--- src/rtl/vx_fetch_pkg.sv ---
// Shared types and sizing constants for the fetch instruction buffer.
// Widths of the per-lane counters default to the standard 4-deep, 2-pop configuration.
package vx_fetch_pkg;
  localparam int UUID_WIDTH  = 44;
  localparam int NW_WIDTH    = 2;
  localparam int NUM_THREADS = 4;
  localparam int XLEN        = 32;

  typedef struct packed {
    logic [UUID_WIDTH-1:0]  uuid;
    logic [NW_WIDTH-1:0]    wid;
    logic [NUM_THREADS-1:0] tmask;
    logic [XLEN-1:0]        PC;
    logic [31:0]            instr;
  } fetch_data_t;

  localparam int FETCH_DATA_WIDTH = $bits(fetch_data_t);

  localparam int IBUF_DEPTH     = 4;
  localparam int IBUF_POP_WIDTH = 2;
  localparam int CNT_W          = $clog2(IBUF_DEPTH + 1);
  localparam int POP_W          = $clog2(IBUF_POP_WIDTH + 1);
endpackage

--- src/rtl/vx_fetch_ibuf_lane.sv ---
// Single-lane circular FIFO exposing its oldest POP_WIDTH entries,
// with multi-pop (clamped to occupancy), flush and a registered pop count.
module vx_fetch_ibuf_lane
  import vx_fetch_pkg::*;
#(
  parameter int DEPTH      = IBUF_DEPTH,
  parameter int POP_WIDTH  = IBUF_POP_WIDTH,
  parameter int DATA_WIDTH = FETCH_DATA_WIDTH
) (
  input  logic                                 clk,
  input  logic                                 reset,
  input  logic                                 in_valid,
  input  logic [DATA_WIDTH-1:0]                in_data,
  output logic                                 in_ready,
  output logic [POP_WIDTH-1:0]                 out_valid,
  output logic [POP_WIDTH-1:0][DATA_WIDTH-1:0] out_data,
  input  logic [$clog2(POP_WIDTH+1)-1:0]       pop_cnt,
  input  logic                                 flush,
  output logic [$clog2(DEPTH+1)-1:0]           count,
  output logic [$clog2(POP_WIDTH+1)-1:0]       pop_ret
);
  localparam int AW = $clog2(DEPTH);
  localparam int CW = $clog2(DEPTH + 1);
  localparam int PW = $clog2(POP_WIDTH + 1);

  logic [DATA_WIDTH-1:0] mem [DEPTH];
  logic [AW-1:0]         head, tail;
  logic [CW-1:0]         cnt_q, pop_ext, pe;
  logic [PW-1:0]         pop_q;
  logic                  push;

  // in_ready looks only at the count register, so a full lane refuses
  // a push even when a pop frees a slot in the same cycle.
  assign in_ready = (cnt_q != CW'(DEPTH));
  assign push     = in_valid & in_ready;
  assign pop_ext  = CW'(pop_cnt);
  assign pe       = (pop_ext > cnt_q) ? cnt_q : pop_ext;
  assign count    = cnt_q;
  assign pop_ret  = pop_q;

  always_ff @(posedge clk) begin
    if (reset) begin
      head  <= '0;
      tail  <= '0;
      cnt_q <= '0;
      pop_q <= '0;
    end else if (flush) begin
      head  <= '0;
      tail  <= '0;
      cnt_q <= '0;
      pop_q <= '0;
    end else begin
      head  <= head + AW'(pe);
      tail  <= tail + AW'(push);
      cnt_q <= cnt_q + CW'(push) - pe;
      pop_q <= PW'(pe);
    end
  end

  // Storage is not reset; a write during flush is harmless since pointers clear.
  always_ff @(posedge clk) begin
    if (push) mem[tail] <= in_data;
  end

  always_ff @(posedge clk) begin
    if (!reset && !flush)
      assert (pop_ext <= cnt_q)
      else $warning("vx_fetch_ibuf_lane: pop_cnt %0d exceeds occupancy %0d, clamped", pop_ext, cnt_q);
  end

  for (genvar k = 0; k < POP_WIDTH; k++) begin : g_rd
    logic [AW-1:0] idx;
    assign idx          = head + AW'(k);
    assign out_valid[k] = (cnt_q > CW'(k));
    assign out_data[k]  = mem[idx];
  end
endmodule

--- src/rtl/vx_fetch_ibuf.sv ---
// Multi-lane instruction buffer between fetch and issue: one independent
// multi-read FIFO per schedule lane; this level only slices the buses.
module vx_fetch_ibuf
  import vx_fetch_pkg::*;
#(
  parameter int LANES      = 1,
  parameter int DEPTH      = IBUF_DEPTH,
  parameter int POP_WIDTH  = IBUF_POP_WIDTH,
  parameter int DATA_WIDTH = FETCH_DATA_WIDTH
) (
  input  logic                                            clk,
  input  logic                                            reset,
  input  logic [LANES-1:0]                                in_valid,
  input  logic [LANES-1:0][DATA_WIDTH-1:0]                in_data,
  output logic [LANES-1:0]                                in_ready,
  output logic [LANES-1:0][POP_WIDTH-1:0]                 out_valid,
  output logic [LANES-1:0][POP_WIDTH-1:0][DATA_WIDTH-1:0] out_data,
  input  logic [LANES-1:0][$clog2(POP_WIDTH+1)-1:0]       pop_cnt,
  input  logic [LANES-1:0]                                flush,
  output logic [LANES-1:0][$clog2(DEPTH+1)-1:0]           count,
  output logic [LANES-1:0][$clog2(POP_WIDTH+1)-1:0]       pop_ret
);
  for (genvar l = 0; l < LANES; l++) begin : g_lane
    vx_fetch_ibuf_lane #(
      .DEPTH      (DEPTH),
      .POP_WIDTH  (POP_WIDTH),
      .DATA_WIDTH (DATA_WIDTH)
    ) u_lane (
      .clk       (clk),
      .reset     (reset),
      .in_valid  (in_valid[l]),
      .in_data   (in_data[l]),
      .in_ready  (in_ready[l]),
      .out_valid (out_valid[l]),
      .out_data  (out_data[l]),
      .pop_cnt   (pop_cnt[l]),
      .flush     (flush[l]),
      .count     (count[l]),
      .pop_ret   (pop_ret[l])
    );
  end
endmodule

--- config.mk ---
export PLATFORM = sky130hd
export DESIGN_NAME = vx_fetch_ibuf
export DESIGN_NICKNAME = d
export VERILOG_FILES = /design/src/rtl/vx_fetch_pkg.sv /design/src/rtl/vx_fetch_ibuf_lane.sv /design/src/rtl/vx_fetch_ibuf.sv
export SDC_FILE = /design/constraint.sdc
export NUM_CORES = 1
export LEC_CHECK = 0
export CORE_MARGIN = 3
export CORE_UTILIZATION = 40
export DETAILED_ROUTE_END_ITERATION = 6
export PLACE_DENSITY = 0.62
export SLEW_MARGIN = 20
export SYNTH_ARGS = -nofsm -noshare
export SYNTH_HDL_FRONTEND = slang
export SYNTH_SLANG_ARGS = --single-unit
--- constraint.sdc ---
create_clock -name clk -period 22.7 [get_ports clk]
set_input_delay 2.27 -clock clk [delete_from_list [all_inputs] [get_ports clk]]
set_output_delay 2.27 -clock clk [all_outputs]
set_load 0.01 [all_outputs]
==> results.py <==
metrics = {
    "sta": {
        "tcrit_tclk_final_pct": 27.96,
        "totalNegativeSetupSlack_ns": 0,
        "finalWorstPathRequiredPeriod_ns": 6.347,
        "skew_ns": 0.01331,
        "fmax_mhz": 157.5,
        "slew-limit-headroom_pct": 29.22,
        "setup_repair_after_global_routing_missed_its_margin": "no",
        "count_of_final_max_slew_check_failures": 0,
        "final_report_hold_violation_count": 0,
        "worst-slew-pin-transition_ns": 1.062,
        "final-setup-viol-count": 0,
    },
    "global_routing": {
        "antenna_violations_before_repair": 5,
        "grt_max_degree": 86,
        "grt-ovfl-total": 0,
        "track_usage_pct": 16.21,
        "grt_first_pass_wirelength_um": 65030,
        "vias_in_the_first_global_route": 10350,
    },
    "setup_path": {
        "cp_data_arrival_time_ns": 4.08,
        "startpoint_type": "register",
        "critical_path_required_ns": 20.43,
        "critical_path.endpoint_type": "primary output",
        "crit_type": "register to primary output",
        "worst_path_fanout_max": 57,
    },
    "yosys": {
        "netlist_instances": 794,
        "post_synth_mux_area_share_pct": 25.90,
        "ys_ff_latch": 465,
        "post_synth_xor_area_fraction_pct": 0.1753,
        "synth.cell_area_um2": 19990,
        "yosys.area_share.simple_pct": 0.6134,
        "leading_post_synthesis_cells_by_cell_area": "edfxtp_1, mux4_2, buf_12",
        "avgSynthCellArea_um2": 25.18,
        "netlist.top_cell.by_area": "edfxtp_1",
        "synth_fp_nets": 922,
        "ys.warnings.count": 0,
        "synthDominantCellAreaShare_pct": 68.50,
        "synthAdderAreaFrac_pct": 0.5383,
        "synth_compound_gate_area_share_pct": 0.08763,
        "synth.lib_cells_used.distinct": 25,
        "share_of_synthesized_area_occupied_by_flip_flops_and_latches_pct": 69.40,
        "synth_top_family_by_area": "multiplexers",
    },
    "die": {
        "row_cnt": 81,
        "die-width_um": 229.5,
        "die_area_um2": 52690,
        "io_pins": 356,
        "die_h_um": 229.5,
        "start_util_pct": 40.67,
        "core_region_area_um2": 49150,
    },
    "clock_network": {
        "insertion_delay_ns": 0.56,
        "clkSlewWorstSetupHoldPaths_ns": 0.05,
        "cts_max_level": 2,
        "root_buffer": "clkbuf_16",
        "postCtsHoldBufs": 0,
        "clock_path_buffers": 3,
        "tritoncts": "done",
        "cts_inserted_buffers": 49,
        "cts_post_setup_buffers_inserted": 0,
        "cts_repair_resize_count": 0,
        "count_of_clock_tree_sinks": 465,
    },
    "route": {
        "ant_nets": 0,
        "via_density_per_instance": 5.398,
        "detail_route.wl_per_cell_um": 23.10,
        "vias": 10090,
        "totalWireLength_um": 43180,
        "post-route-drc-count": 0,
        "drt-pass1-iter-count": 5,
        "detailedRoute.firstIterationViolations": 757,
    },
    "power_and_ir_drop": {
        "totalPowerFinal_mw": 2.429,
        "power.density_cell_area_nw_per_um2": 95.38,
        "p_leak_nw": 7.859,
        "vdd_ir_drop_max_v": 0.00007831,
    },
    "placement": {
        "dp_hpwl_um": 28510,
        "placed_cell_area_um2": 23890,
        "port_buffers": 355,
        "globalplace.congestion": 0.7348,
    },
    "layout": {
        "share_of_layout_cells_above_drive_strength_1_pct": 26.68,
        "area.growth.synth_to_final_pct": 27.38,
        "layout.area.seq_um2": 13880,
        "final_net_count": 1291,
        "final_area_um2": 25460,
        "nFillCells": 3885,
        "multi_input_comb_area_um2": 5485,
    },
    "job": {
        "maxCapViolCount": 0,
    },
    "run_status": {
        "status": "finished, final reports clean",
    },
    "worst_hold_path": {
        "worstHoldPathType": "register to register",
    },
}
-- metrics by stage --
stage	hold WS [ns]	util [%]	instances	setup slack, ns
global placement	0.6112	48.59	1776	16.87
detailed placement	0.6069	48.59	1776	16.83
global route	0.6573	51.80	1868	15.91
floorplan	0.5290	-	794	10.90
finish	0.6199	51.80	1869	16.35
CTS	0.6273	51.79	1867	16.19
-- worst max-delay path, stage by stage, from the launching register on --
cell             delay (ns)
dfxtp_4                0.68
buf_4                  0.73
buf_4                  0.88
mux4_2                 0.62
clkdlybuf4s50_1        0.50
-- per-layer routing --
metal | wire, um | part of all wire [%] | vias up | global-route usage [%]
met2 | 20440 | 47 | 427 | 25.38
met5 | 46 | 0.11 | - | 0
met1 | 17330 | 40 | 5291 | 21.78
met4 | 966 | 2.2 | 8 | 4.294
met3 | 4391 | 10 | 63 | 5.759
li1 | - | - | 4300 | -
-- state kept, by name, indices dropped and copies added, names as in the netlist --
register               flops
g_lane.u_lane.pop_ret      2
g_lane.u_lane.mem        456
g_lane.u_lane.count        3
g_lane.u_lane.head         2
g_lane.u_lane.tail         2
-- power breakdown --
part / internal, mW / leakage [nW] / switching [mW]
clock network: 0.455 / 0.765 / 0.313
registers: 0.998 / 4.25 / 0.0332
logic: 0.365 / 2.84 / 0.264
-- cells in the final DEF (no fill, tap or decap), types with 3 or more instances in the layout --
master and n:
and2_1 5, buf_4 14, bufinv_16 4, clkbuf_1 8, clkbuf_16 51, clkdlybuf4s50_1 355
clkinv_1 14, clkinv_2 8, dfxtp_1 7, edfxtp_1 456, ha_1 7, inv_1 6
mux4_2 229, nand2_1 3, nor2_1 9, xnor2_1 3
-- synthesized netlist by cell type --
library cell	number
nand2_1	3
nor2_1	11
a21oi_1	1
o21ai_1	1
fa_1	1
buf_2	23
dfxtp_1	9
buf_6	1
xor2_1	1
clkbuf_1	3
inv_1	6
a21boi_0	1
or3_1	1
edfxtp_1	456
and3_1	1
mux2i_1	2
buf_12	24
buf_8	1
nor2b_1	1
ha_1	7
and2_1	5
xnor2_1	3
nor3b_1	1
or2_2	2
mux4_2	229
-- kinds of logic after synthesis --
| logic type | Yosys count |
|---|---|
| xor gates and xnor gates | 4 |
| muxes | 231 |
| adders and majority gates | 8 |
| DFF | 465 |
| and+or+nand+nor | 25 |
| buffers and inverters | 58 |
| AOI/OAI and AO/OA | 3 |
-- final cells by class --
class / count / area share [%]
antenna: 2 / 0.01966
tap: 664 / 3.263
multi-input combinational: 271 / 21.54
sequential: 465 / 54.51
inverter: 6 / 0.08845
clock buffer: 59 / 5.130
timing repair buffer: 370 / 14.41
clock inverter: 32 / 1.032
-- final timing paths --
kind                                                start                         to  slack (ns)  cells after the start
worst max-delay path             g_lane[0].u_lane.head[0]              out_data[182]       16.35                      4
worst min-delay path             g_lane[0].u_lane.tail[1]   g_lane[0].u_lane.tail[1]        0.62                      2
worst max register to register  g_lane[0].u_lane.count[1]  g_lane[0].u_lane.count[2]       19.52                     13
worst min register to register   g_lane[0].u_lane.tail[1]   g_lane[0].u_lane.tail[1]        0.62                      2
(Power assumes the default switching activity.)
